<file path="src/rtl/coord_stack.sv">
// coord_stack: LIFO of (x,y) coordinate pairs with a registered pop port,
// a combinational top-of-stack view and one-cycle overflow/underflow pulses.
module coord_stack #(
  parameter  int XW    = 4,
  parameter  int YW    = 4,
  parameter  int DEPTH = 16,
  localparam int CW    = $clog2(DEPTH + 1)
) (
  input  logic          clk,
  input  logic          rst,
  input  logic          clear,
  input  logic          push,
  input  logic          pop,
  input  logic [XW-1:0] x_in,
  input  logic [YW-1:0] y_in,
  output logic [XW-1:0] x_out,
  output logic [YW-1:0] y_out,
  output logic          out_valid,
  output logic [XW-1:0] top_x,
  output logic [YW-1:0] top_y,
  output logic [CW-1:0] count,
  output logic          empty,
  output logic          full,
  output logic          overflow,
  output logic          underflow
);

  localparam int AW = $clog2(DEPTH);
  localparam int EW = XW + YW;

  typedef enum logic [2:0] {
    CMD_IDLE,
    CMD_CLEAR,
    CMD_SWAP,   // push and pop together
    CMD_PUSH,
    CMD_POP
  } cmd_e;

  logic [EW-1:0] mem [DEPTH];

  cmd_e          cmd;
  logic [AW-1:0] top_idx;
  logic [EW-1:0] top_entry;

  logic [CW-1:0] count_nx;
  logic [XW-1:0] x_out_nx;
  logic [YW-1:0] y_out_nx;
  logic          out_valid_nx;
  logic          overflow_nx;
  logic          underflow_nx;
  logic          wr_en;
  logic [AW-1:0] wr_idx;

  assign empty   = (count == '0);
  assign full    = (count == CW'(DEPTH));
  assign top_idx = AW'(count - CW'(1));

  // Top-of-stack view; the slot is only meaningful while non-empty.
  always_comb begin
    top_entry = mem[top_idx];
    top_x     = empty ? '0 : top_entry[EW-1:YW];
    top_y     = empty ? '0 : top_entry[YW-1:0];
  end

  // Command priority: clear, then push+pop, then push, then pop.
  always_comb begin
    if (clear)            cmd = CMD_CLEAR;
    else if (push && pop) cmd = CMD_SWAP;
    else if (push)        cmd = CMD_PUSH;
    else if (pop)         cmd = CMD_POP;
    else                  cmd = CMD_IDLE;
  end

  // Next-state decode for count, pop port, flags and the memory write.
  always_comb begin
    // NOTE: every output gets a default first so no path can infer a latch.
    count_nx     = count;
    x_out_nx     = x_out;
    y_out_nx     = y_out;
    out_valid_nx = 1'b0;
    overflow_nx  = 1'b0;
    underflow_nx = 1'b0;
    wr_en        = 1'b0;
    wr_idx       = top_idx;
    unique case (cmd)
      CMD_CLEAR: count_nx = '0;
      CMD_SWAP: begin
        out_valid_nx = 1'b1;
        if (empty) begin
          // Nothing stored: the pushed pair passes straight through.
          x_out_nx = x_in;
          y_out_nx = y_in;
        end else begin
          // Old top leaves, new pair replaces it in the same slot.
          x_out_nx = top_entry[EW-1:YW];
          y_out_nx = top_entry[YW-1:0];
          wr_en    = 1'b1;
          wr_idx   = top_idx;
        end
      end
      CMD_PUSH: begin
        if (full) begin
          overflow_nx = 1'b1;
        end else begin
          wr_en    = 1'b1;
          wr_idx   = AW'(count);
          count_nx = count + CW'(1);
        end
      end
      CMD_POP: begin
        if (empty) begin
          underflow_nx = 1'b1;
        end else begin
          x_out_nx     = top_entry[EW-1:YW];
          y_out_nx     = top_entry[YW-1:0];
          out_valid_nx = 1'b1;
          count_nx     = count - CW'(1);
        end
      end
      default: ;
    endcase
  end

  // Control and output registers with asynchronous reset.
  always_ff @(posedge clk or posedge rst) begin
    // NOTE: sequential state uses non-blocking assignments so every register
    // samples the pre-edge values regardless of statement order.
    if (rst) begin
      count     <= '0;
      x_out     <= '0;
      y_out     <= '0;
      out_valid <= 1'b0;
      overflow  <= 1'b0;
      underflow <= 1'b0;
    end else begin
      count     <= count_nx;
      x_out     <= x_out_nx;
      y_out     <= y_out_nx;
      out_valid <= out_valid_nx;
      overflow  <= overflow_nx;
      underflow <= underflow_nx;
    end
  end

  // Entry storage; writes are suppressed while reset is held.
  always_ff @(posedge clk) begin
    // NOTE: the memory has no reset; stale slots are unreachable once count is 0.
    if (wr_en && !rst) mem[wr_idx] <= {x_in, y_in};
  end

endmodule

</file>
<file path="config.mk">
export PLATFORM = sky130hd
export DESIGN_NAME = coord_stack
export DESIGN_NICKNAME = d
export VERILOG_FILES = /design/src/rtl/coord_stack.sv
export SDC_FILE = /design/constraint.sdc
export NUM_CORES = 1
export LEC_CHECK = 0
export ABC_CLOCK_PERIOD_IN_PS = 3750
export BUFFER_PORTS_ARGS = -buffer_cell sky130_fd_sc_hd__buf_2
export CAP_MARGIN = 20
export CORE_MARGIN = 1
export CORE_UTILIZATION = 60
export DETAILED_ROUTE_END_ITERATION = 10
export PLACE_DENSITY = 0.8
export SYNTH_ARGS = -nofsm -noshare
export SYNTH_HDL_FRONTEND = slang
export SYNTH_SLANG_ARGS = --single-unit
</file>
<file path="constraint.sdc">
create_clock -name clk -period 3.75 [get_ports clk]
set_input_delay 0.1875 -clock clk [delete_from_list [all_inputs] [get_ports clk]]
set_output_delay 0.1875 -clock clk [all_outputs]
set_load 0.02 [all_outputs]
</file>
======== Word-level counts from Yosys, hierarchy flattened ========
Memories as Yosys holds them, arrays and structs flattened.
Cells that the tools add are included.
W data, S select, Z words.
word-level totals
  output and inout bits ................... 26
  bits in writable memories ............... 128
  memories kept ........................... 1
  bits in registers ....................... 16
  logic and storage cells ................. 51
operators by class
  multiplexer cells ....................... 27
  reduce and logical (&&, ||, !) cells .... 8
  $add $sub $neg .......................... 2
  equal/unequal tests ..................... 7
memories
  memory  depth  bits a word  read ports  clocked after Yosys merged registers in  write ports  RTL line  RTL
  mem     16     8            1           0                                        1            39        logic [EW-1:0] mem [DEPTH];
operators with widths
  kind                   number
  $mux W4                8
  $pmux W4 S2            2
  $pmux W5 S3            1
  $mux W3                4
  $mux W5                2
  $mux W1                8
  $eq A3 B2 Y1 const B   2
  $add A5 B1 Y5 const B  1
  $eq A5 B5 Y1 const B   1
  $logic_not A5 Y1       1
  $sub A5 B1 Y5 const B  1
  $ne A2 B2 Y1 const B   2
  $pmux W1 S2            2
  $eq A3 B1 Y1 const B   1
  $eq A3 B3 Y1 const B   1
  $reduce_and A3 Y1      1
  $reduce_bool A3 Y1     1
  $logic_and A1 B1 Y1    2
  $reduce_and A2 Y1      1
  $reduce_bool A2 Y1     1
  $logic_not A1 Y1       1

======== Longest topological paths before layout ========
  depth in word-level cells ............... 9
  depth in mapped cells ................... 11

======== Worst setup path after synthesis ========
OpenSTA, ideal clock, no wires.
  path type ............................... flip-flop to flip-flop
  from .................................... register count[0]
  to ...................................... memory mem[0][0] in the netlist's numbering (enable)
  setup time .............................. 0.383 ns
  required time ........................... 3.367 ns
  arrival time ............................ 3.041 ns
  cell stages (with the launch flop) ...... 10
  slack ................................... 0.326 ns
  path through ............................ dfrtp_1 buf_2 inv_2 buf_2 ha_1 clkbuf_1 clkbuf_1 buf_2 a31oi_1 nor3_1
between the ends
  cells in the longest elaborated chain, start to end .. 6
ends and longest elaborated chain
  what                                                     RTL line  RTL
  start, declared                                          21        output logic [CW-1:0] count,
  start signal, assigned                                   136       count <= count_nx;
  $eq A5 B5 Y1 / $logic_not A5 Y1 (equally long branches)  55, 54
  $mux W1, on equally long branches                        102, 89
  $pmux W1 S2                                              85        unique case (cmd)
  $logic_and A1 B1 Y1                                      148       if (wr_en && !rst) mem[wr_idx] <= {x_in, y_in};
  $mux W1                                                  148
  $mux W1 (implied by the code)                            148
  end, declared                                            39
Parallel ways exist; a longest one is shown, timed or not.

======== Final worst setup path ========
  from .................................... register count[1]
  to ...................................... output port top_y[1]
between the ends
  cells in the longest elaborated chain, start to end .. 3
ends and longest elaborated chain
  what            RTL line  RTL
  $sub A5 B1 Y5   n/a
  $mem_v2 Z16 W8  n/a
  $mux W4 *       62        top_y = empty ? '0 : top_entry[YW-1:0];
  end, declared   20        output logic [YW-1:0] top_y,
Mark *: on every way between the ends. The rest lies on a longest branch, timed or not.

==> results by group <==
Timing
  – Max_slew headroom: 0.4273
  – Post-route setup slack: 0.2161 ns
  – Slew @ Worst Pin: 0.8552 ns
  – Setup TNS: 0 ns
  – Hold Vio Cnt, Final: 0
  – Period utilization: 0.9424
  – Upper clock frequency limit: roughly 280 MHz
  – # setup viols final: 0
  – Hold WS: roughly 0.070 ns
  – RSZ-0062 raised after global routing: false
  – Final period demand of the worst path: 3.534 ns
  – Clock skew: 0.007733 ns
  – Fin. max-slew vios: 0

Finish
  – Most common cell after layout, fill and taps aside: edfxtp_1
  – Fin cells: about 610
  – # diodes: 0
  – P&R area growth vs syn: 16.50%
  – Share of layout cells above drive strength 1: 0.3686
  – Fin util: 0.7223
  – Fin area: 7457 um^2
  – Most frequent cells in the layout: edfxtp_1 (128), mux2_2 (48), buf_2 (38)
  – Nets: 475

Synth
  – Register bit count reported by yosys: 144
  – Syn Inst Count: between 400 and 500
  – Async S/R FF share, synth: 0.1111
  – Mean post-synth cell area: approximately 16 um^2
  – Yosys cell types: 51
  – Number of flops mapped to enable cells by yosys: 128
  – Top FF cell, synth: edfxtp_1
  – Ys Warns: 0
  – Sequential fraction of the synthesis area: 0.6630
  – Synthesized cell area: 6401 um^2
  – Synthesized Nets: 418

Power and ir drop
  – Leakage: 2.647 nW
  – VDD IR max: between 300 and 400 uV
  – Power per Cell Area: 645.0 nW/um^2
  – Total design power: 4.810 mW

Global routing
  – Congestion Overflow GR: 0
  – GRT Resource Usage Total: 0.2823
  – Antenna violations before repair: 0
  – Pin count of the biggest net entering global routing: 33
  – Vias in the first global route: 3876
  – First-pass GRT wire length: about 22 mm

Setup path
  – CP Capture Type: primary output
  – Worst path cell trace: inv_1, ha_1, xor2_2, buf_4, mux4_2, mux2i_1, a211oi_1, buf_2
  – Critical path's slowest cell: mux4_2
  – Max FO, Critical Path: 14
  – Crit Path Category: register to primary output
  – Worst endpoint required time: 3.56 ns
  – Worst path bufs/invs: 3
  – Crit start category: register
  – Arrival @ worst endpoint: approximately 3.4 ns
  – Kind of cell with the highest combined delay on the critical path: multiplexers
  – Worst R2R Setup Slack: 0.68 ns
  – Max incr delay on CP: approximately 0.55 ns

Drt
  – Via density: between 6 and 7
  – DRC viols: 0
  – DRT iter0 DRCs: 374
  – Pre-antenna DRT Iters: 5
  – WL/cell: 24.35 um
  – Via count: 3967
  – Post-route antenna net violation count: 0
  – Final wirelength: 14.80 mm

Floorplan
  – Core Region: ~10000 um^2
  – Initial Utilization: 0.6200
  – Rows: 37
  – Die width: 105.3 um
  – Die area: 11090 um^2
  – Die Ht: 105.3 um
  – Number of I/O pins: 39

Outcome
  – Status: finished clean

Clocking
  – H-tree levels: 4
  – Clock tree from TritonCTS: built
  – Max Root-Sink Buffers: 2
  – Post-CTS setup buffer count: 0
  – Clock Sinks: 144
  – Worst-path clk slew: 0.06 ns
  – Skew-Pair Late Insertion Delay: ~0.52 ns
  – Total CTS buffers: 17
  – CTS root buf: clkbuf_8

Hold path
  – Worst min-delay path class: input pin to register

Placed design
  – Hpwl dp: 8.971 mm
  – Port Buf Inserts: 38
  – Pre-CTS setup slack: 0.6785 ns
  – Placed cell count: 575
  – Routability Congestion: a little under 0.9
  – DP Area: 6839 um^2

Job
  – Total of max-cap violations: 0
## metal layers
| metal | routed length [um] | GRT usage |
|---|---|---|
| met1 | 5559 | 0.3785 |
| met2 | 7662 | 0.4563 |
| met3 | 1230 | 0.05813 |
| met4 | 351 | 0.1157 |
| met5 | 0 | 0 |
## cells in the mapped netlist, types with 4 or more instances
master	number	share of area
edfxtp_1	128	0.60
mux2_2	48	0.084
nand2_1	24	0.014
mux4_2	21	0.074
nor3_1	21	0.016
nor2_1	19	0.011
clkbuf_1	16	0.0094
dfrtp_1	16	0.063
a21oi_1	11	0.0086
o221ai_1	8	0.011
o21ai_0	7	0.0055
a211oi_1	6	0.0070
inv_1	6	0.0035
mux2i_1	5	0.0078
a31oi_1	4	0.0039
buf_2	4	0.0031
nor2b_1	4	0.0039
nor4_1	4	0.0039
## layout make-up
cell class / instances / area [um^2]
Inverter: 8 / 30.03
Timing Repair Buffer: 62 / 385.4
Tap cell: 136 / 170.2
Fill cell: 621 / 2867
Sequential cell: 144 / 4244
Clock inverter: 7 / 71.32
Clock buffer: 25 / 526.8
Multi-Input combinational cell: 226 / 2029
## power by group
group          total (mW)  switching [mW]  internal (mW)
clock                1.67           0.634           1.03
combinational        1.28           0.763          0.520
sequential           1.86          0.0550           1.81
## registers in the layout, indices dropped and copies added, names as in the netlist
name       flops
x_out          4
y_out          4
mem          128
overflow       1
underflow      1
out_valid      1
count          5
## what timing repair did
action                                  4_1_cts  5_1_grt
endpoints found under the hold margin        16        0
resized for setup                             0        1
hold buffers                                  1        0
endpoints found under the setup margin        0        8
## final timing paths
kind                       startpoint         to  cells after the start
setup / recovery             count[1]   top_y[1]                      8
hold / removal                x_in[3]  mem[4][7]                      1
setup reg to reg             count[1]  mem[9][1]                      8
hold reg to reg              y_out[2]   y_out[2]                      2
max in group asynchronous         rst   count[1]                      3
min in group asynchronous         rst   x_out[3]                      3
## worst register-to-register path, delay by kind of cell, from the launching register on
kind | cells | cell delay [ns]
flops | 1 | 0.60
compound gates | 1 | 0.16
simple gates | 3 | 0.90
fa+ha+maj | 1 | 0.22
buf+inv | 3 | 0.89
## cells by family (layout without fill, tap and decap cells)
group                    Yosys count  count (layout)  share of synthesized area
buffers and inverters             32             102                    0.02189
flip-flops                       144             144                     0.6630
AND/OR/NAND/NOR                   91              91                    0.07349
AO/OA/AOI/OAI                     57              57                    0.06705
multiplexers                      74              74                     0.1661
XOR/XNOR                           1               1                   0.002542
adder cells (fa/ha/maj)            3               3                   0.005865
Note: power is estimated with default switching activity, not from simulation.
